==> config.mk <==
export PLATFORM = sky130hd
export DESIGN_NAME = fnd_scan_controller
export DESIGN_NICKNAME = d
export VERILOG_FILES = /design/src/rtl/fnd_scan_controller.sv
export SDC_FILE = /design/constraint.sdc
export NUM_CORES = 1
export LEC_CHECK = 0
export BUFFER_PORTS_ARGS = -buffer_cell sky130_fd_sc_hd__buf_2
export CORE_MARGIN = 2
export CORE_UTILIZATION = 35
export CTS_CLUSTER_SIZE = 14
export DETAILED_ROUTE_END_ITERATION = 6
export GPL_TIMING_DRIVEN = 0
export SYNTH_ARGS = -nofsm -noshare
export SYNTH_HDL_FRONTEND = slang
export SYNTH_SLANG_ARGS = --single-unit
==> constraint.sdc <==
create_clock -name i_clk -period 2.7 [get_ports i_clk]
set_input_delay 0.27 -clock i_clk [delete_from_list [all_inputs] [get_ports i_clk]]
set_output_delay 0.27 -clock i_clk [all_outputs]
set_load 0.05 [all_outputs]
==> src/rtl/fnd_scan_controller.sv <==
// fnd_scan_controller
//   Time-multiplexed scan sequencer for a 4-digit common-anode FND.
//   Each digit slot is SCAN_DIV cycles: BLANK_CYCLES of dead-time with all
//   digits off, then the digit is driven for the remainder of the slot.
//   Hex nibbles are decoded to active-low 7-seg fonts; leading zeros can be
//   blanked. Inputs are captured into shadow registers at the start of each
//   frame so a frame never shows a mix of old and new values.
//
// Ports
//   i_clk         system clock
//   i_reset       asynchronous, active-high reset
//   i_enable      1 = scan running, 0 = display dark
//   i_digits      four hex nibbles, [3:0] = digit0 (rightmost)
//   i_dp          decimal point per digit, 1 = lit
//   i_lzb         1 = blank leading zeros on digits 3..1
//   o_fnd_com     digit enables, active-low
//   o_fnd_font    segments, active-low; bit0 = a .. bit6 = g, bit7 = dp
//   o_digit_idx   digit currently in its slot
//   o_frame_done  one-cycle pulse at the end of the digit3 drive phase
module fnd_scan_controller #(
  parameter int unsigned SCAN_DIV     = 100_000,
  parameter int unsigned BLANK_CYCLES = 1_000
) (
  input  logic        i_clk,
  input  logic        i_reset,
  input  logic        i_enable,
  input  logic [15:0] i_digits,
  input  logic [3:0]  i_dp,
  input  logic        i_lzb,
  output logic [3:0]  o_fnd_com,
  output logic [7:0]  o_fnd_font,
  output logic [1:0]  o_digit_idx,
  output logic        o_frame_done
);

  localparam int unsigned CW = (SCAN_DIV > 1) ? $clog2(SCAN_DIV) : 1;
  localparam logic [CW-1:0] BLANK_LAST = CW'(BLANK_CYCLES - 1);
  localparam logic [CW-1:0] SLOT_LAST  = CW'(SCAN_DIV - 1);

  typedef enum logic [1:0] {
    S_IDLE,
    S_BLANK,
    S_DRIVE
  } state_e;

  state_e          state_q, state_d;
  logic [CW-1:0]   cnt_q, cnt_d;
  logic [1:0]      idx_q, idx_d;
  logic [3:0]      com_q, com_d;
  logic [7:0]      font_q, font_d;
  logic            frame_done_q, frame_done_d;
  logic [15:0]     sh_digits_q, sh_digits_d;
  logic [3:0]      sh_dp_q, sh_dp_d;
  logic            sh_lzb_q, sh_lzb_d;

  logic [3:0]      lz_blank;
  logic [3:0]      nibble;
  logic [7:0]      drive_font;

  function automatic logic [7:0] hex_font(input logic [3:0] n);
    logic [7:0] f;
    case (n)
      4'h0:    f = 8'hC0;
      4'h1:    f = 8'hF9;
      4'h2:    f = 8'hA4;
      4'h3:    f = 8'hB0;
      4'h4:    f = 8'h99;
      4'h5:    f = 8'h92;
      4'h6:    f = 8'h82;
      4'h7:    f = 8'hF8;
      4'h8:    f = 8'h80;
      4'h9:    f = 8'h90;
      4'hA:    f = 8'h88;
      4'hB:    f = 8'h83;
      4'hC:    f = 8'hC6;
      4'hD:    f = 8'hA1;
      4'hE:    f = 8'h86;
      default: f = 8'h8E;
    endcase
    return f;
  endfunction

  // A digit is blanked only if it and every higher digit is zero; the chain
  // runs top-down so a non-zero high digit un-blanks everything below it.
  always_comb begin
    lz_blank    = '0;
    lz_blank[3] = sh_lzb_q & (sh_digits_q[15:12] == 4'h0);
    lz_blank[2] = lz_blank[3] & (sh_digits_q[11:8] == 4'h0);
    lz_blank[1] = lz_blank[2] & (sh_digits_q[7:4] == 4'h0);
  end

  // Decimal point still follows dp on a blanked digit.
  always_comb begin
    nibble        = sh_digits_q[{idx_q, 2'b00} +: 4];
    drive_font    = lz_blank[idx_q] ? 8'hFF : hex_font(nibble);
    drive_font[7] = ~sh_dp_q[idx_q];
  end

  always_comb begin
    state_d      = state_q;
    cnt_d        = cnt_q;
    idx_d        = idx_q;
    com_d        = '1;
    font_d       = '1;
    frame_done_d = 1'b0;
    sh_digits_d  = sh_digits_q;
    sh_dp_d      = sh_dp_q;
    sh_lzb_d     = sh_lzb_q;

    if (!i_enable) begin
      state_d = S_IDLE;
      cnt_d   = '0;
      idx_d   = '0;
    end else begin
      case (state_q)
        S_IDLE: begin
          state_d     = S_BLANK;
          cnt_d       = '0;
          idx_d       = '0;
          sh_digits_d = i_digits;
          sh_dp_d     = i_dp;
          sh_lzb_d    = i_lzb;
        end
        S_BLANK: begin
          cnt_d = cnt_q + 1'b1;
          if (cnt_q == BLANK_LAST) begin
            state_d = S_DRIVE;
            com_d   = ~(4'b0001 << idx_q);
            font_d  = drive_font;
          end
        end
        S_DRIVE: begin
          if (cnt_q == SLOT_LAST) begin
            state_d = S_BLANK;
            cnt_d   = '0;
            idx_d   = idx_q + 2'd1;
            if (idx_q == 2'd3) begin
              frame_done_d = 1'b1;
              sh_digits_d  = i_digits;
              sh_dp_d      = i_dp;
              sh_lzb_d     = i_lzb;
            end
          end else begin
            cnt_d  = cnt_q + 1'b1;
            com_d  = ~(4'b0001 << idx_q);
            font_d = drive_font;
          end
        end
        default: begin
          state_d = S_IDLE;
          cnt_d   = '0;
          idx_d   = '0;
        end
      endcase
    end
  end

  always_ff @(posedge i_clk or posedge i_reset) begin
    if (i_reset) begin
      state_q      <= S_IDLE;
      cnt_q        <= '0;
      idx_q        <= '0;
      com_q        <= '1;
      font_q       <= '1;
      frame_done_q <= 1'b0;
      sh_digits_q  <= '0;
      sh_dp_q      <= '0;
      sh_lzb_q     <= 1'b0;
    end else begin
      state_q      <= state_d;
      cnt_q        <= cnt_d;
      idx_q        <= idx_d;
      com_q        <= com_d;
      font_q       <= font_d;
      frame_done_q <= frame_done_d;
      sh_digits_q  <= sh_digits_d;
      sh_dp_q      <= sh_dp_d;
      sh_lzb_q     <= sh_lzb_d;
    end
  end

  assign o_fnd_com    = com_q;
  assign o_fnd_font   = font_q;
  assign o_digit_idx  = idx_q;
  assign o_frame_done = frame_done_q;

endmodule

==> results.ini <==
[synth]
syn_area_sq_mm=0.00307
syn_inst=266
yosys_warnings=0
synth_seq_area_share_pct=45.3
synth_edf_count=0
synth_area_leaders=dfrtp_1 35%, dfstp_2 10%, mux2_4 9.8%
ys_ff_latch=55
synth_nets=305
synth.avg_cell_area_sq_um=11.6
synthArstFlopShare_pct=100
synth_top_cell_area_share_pct=35.0
synth_largest_area_cell=dfrtp_1
yosysUniqueCellTypes=50
synth_ff_type=dfrtp_1

[worst_setup_path]
reg2reg_slack_ns=0.24
rr_endpoint=o_fnd_font[0]
r2r-start=o_digit_idx[0]
critPathKind=flop to flop
worstSetupEndpointType=flop
worstPathArrival_ns=2.72
worst_r2r_path_depth=9
required_ns=2.96
worst_setup_path_start_kind=flop
crit_fanout=10

[floorplan]
io_pins=39
core_sq_mm=0.00864
dieWidth_microns=97.7
start_util_pct=35.6
die_y_microns=97.7
core.rowCount=34
dieArea_sq_mm=0.00955

[power_and_ir_drop]
power_w=0.00331
p_per_area_mw_per_mm2=942
max-vdd-ir-drop_mv=0.314
p_leak_nw=1.55

[sta]
setup_ws_ns=0.236
relSlewSlack_pct=71.1
hold_viol=0
clock.fmax_mhz=406
period_share_pct=91.3
rsz0062_at_grt=false
worst_pin_slew_ns=0.434
tns_ns=0
fin_skew_ns=0.0109
setup_viol=0
maxSlewViolCount=0
min_period_ns=2.46

[worst_hold_path]
holdCritStartpoint=i_digits[15]
holdPathEnd=sh_digits_q[15]
whs_path_depth=2
min_path_type=input pin to flop

[final_layout]
syn_to_final_growth_pct=14.5
antenna_cells=0
multi_input_area_sq_mm=0.00156
regArea_sq_mm=0.00139
fin_cells=422
fillerInstances=845
drive_gt1_share_pct=34.4
layout_common_cells=43 x buf_2, 43 x dfrtp_1, 25 x nor2_1
finish.net_count=352

[grt]
first_global_vias=2014
grt_pass1_wl_microns=10200
grt.total_usage_pct=13.3
grt_max_degree=38
grt_antenna_before_repair=0
globalRouteOverflowTotal=0

[detailed_routing]
drt_iter0_markers=67
antenna_left=0
wl_per_cell_microns=14.2
routed_wirelength_microns=6000
drc=0
vias_per_cell=4.92
via_count=2076
drt-pass1-iter-count=4

[cts]
cts_tree=built
cts_buffers=5
cts_resized=0
clk_latency_ns=0.32
cts.path.max_buffers=2
clock-sinks=55
htreeDepth=2
root_buffer=clkbuf_8
clkTransAtPathRegs_ns=0.10
cts_hold_buf=1
post_cts_buffers=0

[place]
dp.cells=413
portBuffers=38
dp_slack_ns=0.251
hpwlAfterDp_microns=4480
gp_congestion=0.778

[job]
maxCapViolCount=0

[outcome]
outcome=finished clean

-- final cells by class --
cell class                 instances  area share [%]
buffer                            11            2.28
clock buffer                       6            2.06
clock inverter                     2           0.462
inverter                          12            1.28
multi-input combinational        188            44.3
sequential                        55            39.6
tap                              108            3.84
timing repair buffer              40            6.26
-- stage by stage --
step | hold slack (ns) | util (%) | cell area, sq um
CTS | 0.164 | 40.7 | 3520
floorplan | 0.378 | - | 3070
detailed placement | 0.288 | 39.6 | 3420
finish | 0.170 | 40.7 | 3520
global placement | 0.492 | 39.4 | 3400
global route | 0.161 | 40.7 | 3520
-- layer usage --
metal  global-route usage, %  up-vias  share of wire, %  wire, microns
li1                        -     1037                 -              -
met1                    19.6      984                48           2900
met2                    18.9       50                44           2660
met3                    3.31        5               5.5            330
met4                    4.81        0               1.7            105
met5                       0        -                 0              0
-- flip-flops by register name, indices dropped and copies added, names as in the netlist --
signal and cells:
cnt_q 17, state_q 2, sh_digits_q 16, o_digit_idx 2, o_frame_done 1, sh_dp_q 4, o_fnd_com 4, o_fnd_font 8
sh_lzb_q 1
-- how the worst max path moves through the flow --
stage	from	slack, ns	to	cells after the start
global route	o_digit_idx[0]	0.008	o_fnd_font[0]	9
CTS	o_digit_idx[0]	0.22	o_fnd_font[0]	9
detailed placement	o_digit_idx[0]	0.25	o_fnd_font[0]	9
finish	o_digit_idx[0]	0.24	o_fnd_font[0]	9
floorplan	o_digit_idx[0]	0.24	o_fnd_font[0]	9
global placement	o_digit_idx[0]	0.25	o_fnd_font[0]	9
-- where the power goes --
group	total, W	leakage (nW)	internal [W]	switching (W)
clock	0.000465	0.0418	0.000187	0.000278
sequential	0.00129	0.677	0.00112	0.000170
combinational	0.00156	0.834	0.000695	0.000866
-- worst max-delay path, cell delays in order, from the launching register on --
cell and delay, ns:
dfrtp_1 0.42, buf_2 0.22, buf_2 0.27, mux4_2 0.41
inv_1 0.15, ha_1 0.30, nand2_1 0.08, a311oi_1 0.27
o221ai_1 0.17, nand3_1 0.11
-- cell usage after synthesis, types with 2 or more instances --
cell	instances
o21a_1	2
o211ai_1	2
and3_1	3
xor2_1	11
nand2_1	16
mux2i_1	8
and4_1	2
nand3_1	11
o21ai_0	11
ha_1	15
buf_6	2
mux2_4	20
nand4_1	4
nor4_1	3
xnor2_1	4
a21oi_1	7
buf_2	5
dfstp_2	12
a211oi_1	3
buf_4	2
mux4_2	4
inv_1	11
nor2_1	25
mux2_2	6
and2_1	2
dfrtp_1	43
a311oi_1	3
nor3_1	6
or2_2	2
-- cell families after synthesis --
| family | Yosys count | synth area share [%] |
|---|---|---|
| xor gates and xnor gates | 15 | 4.28 |
| and+or+nand+nor | 85 | 15.4 |
| adders and majority gates | 15 | 6.11 |
| DFF | 55 | 45.3 |
| muxes | 38 | 17.5 |
| AOI/OAI and AO/OA | 35 | 7.41 |
| buffers and inverters | 23 | 4.07 |
(Power assumes the default switching activity.)
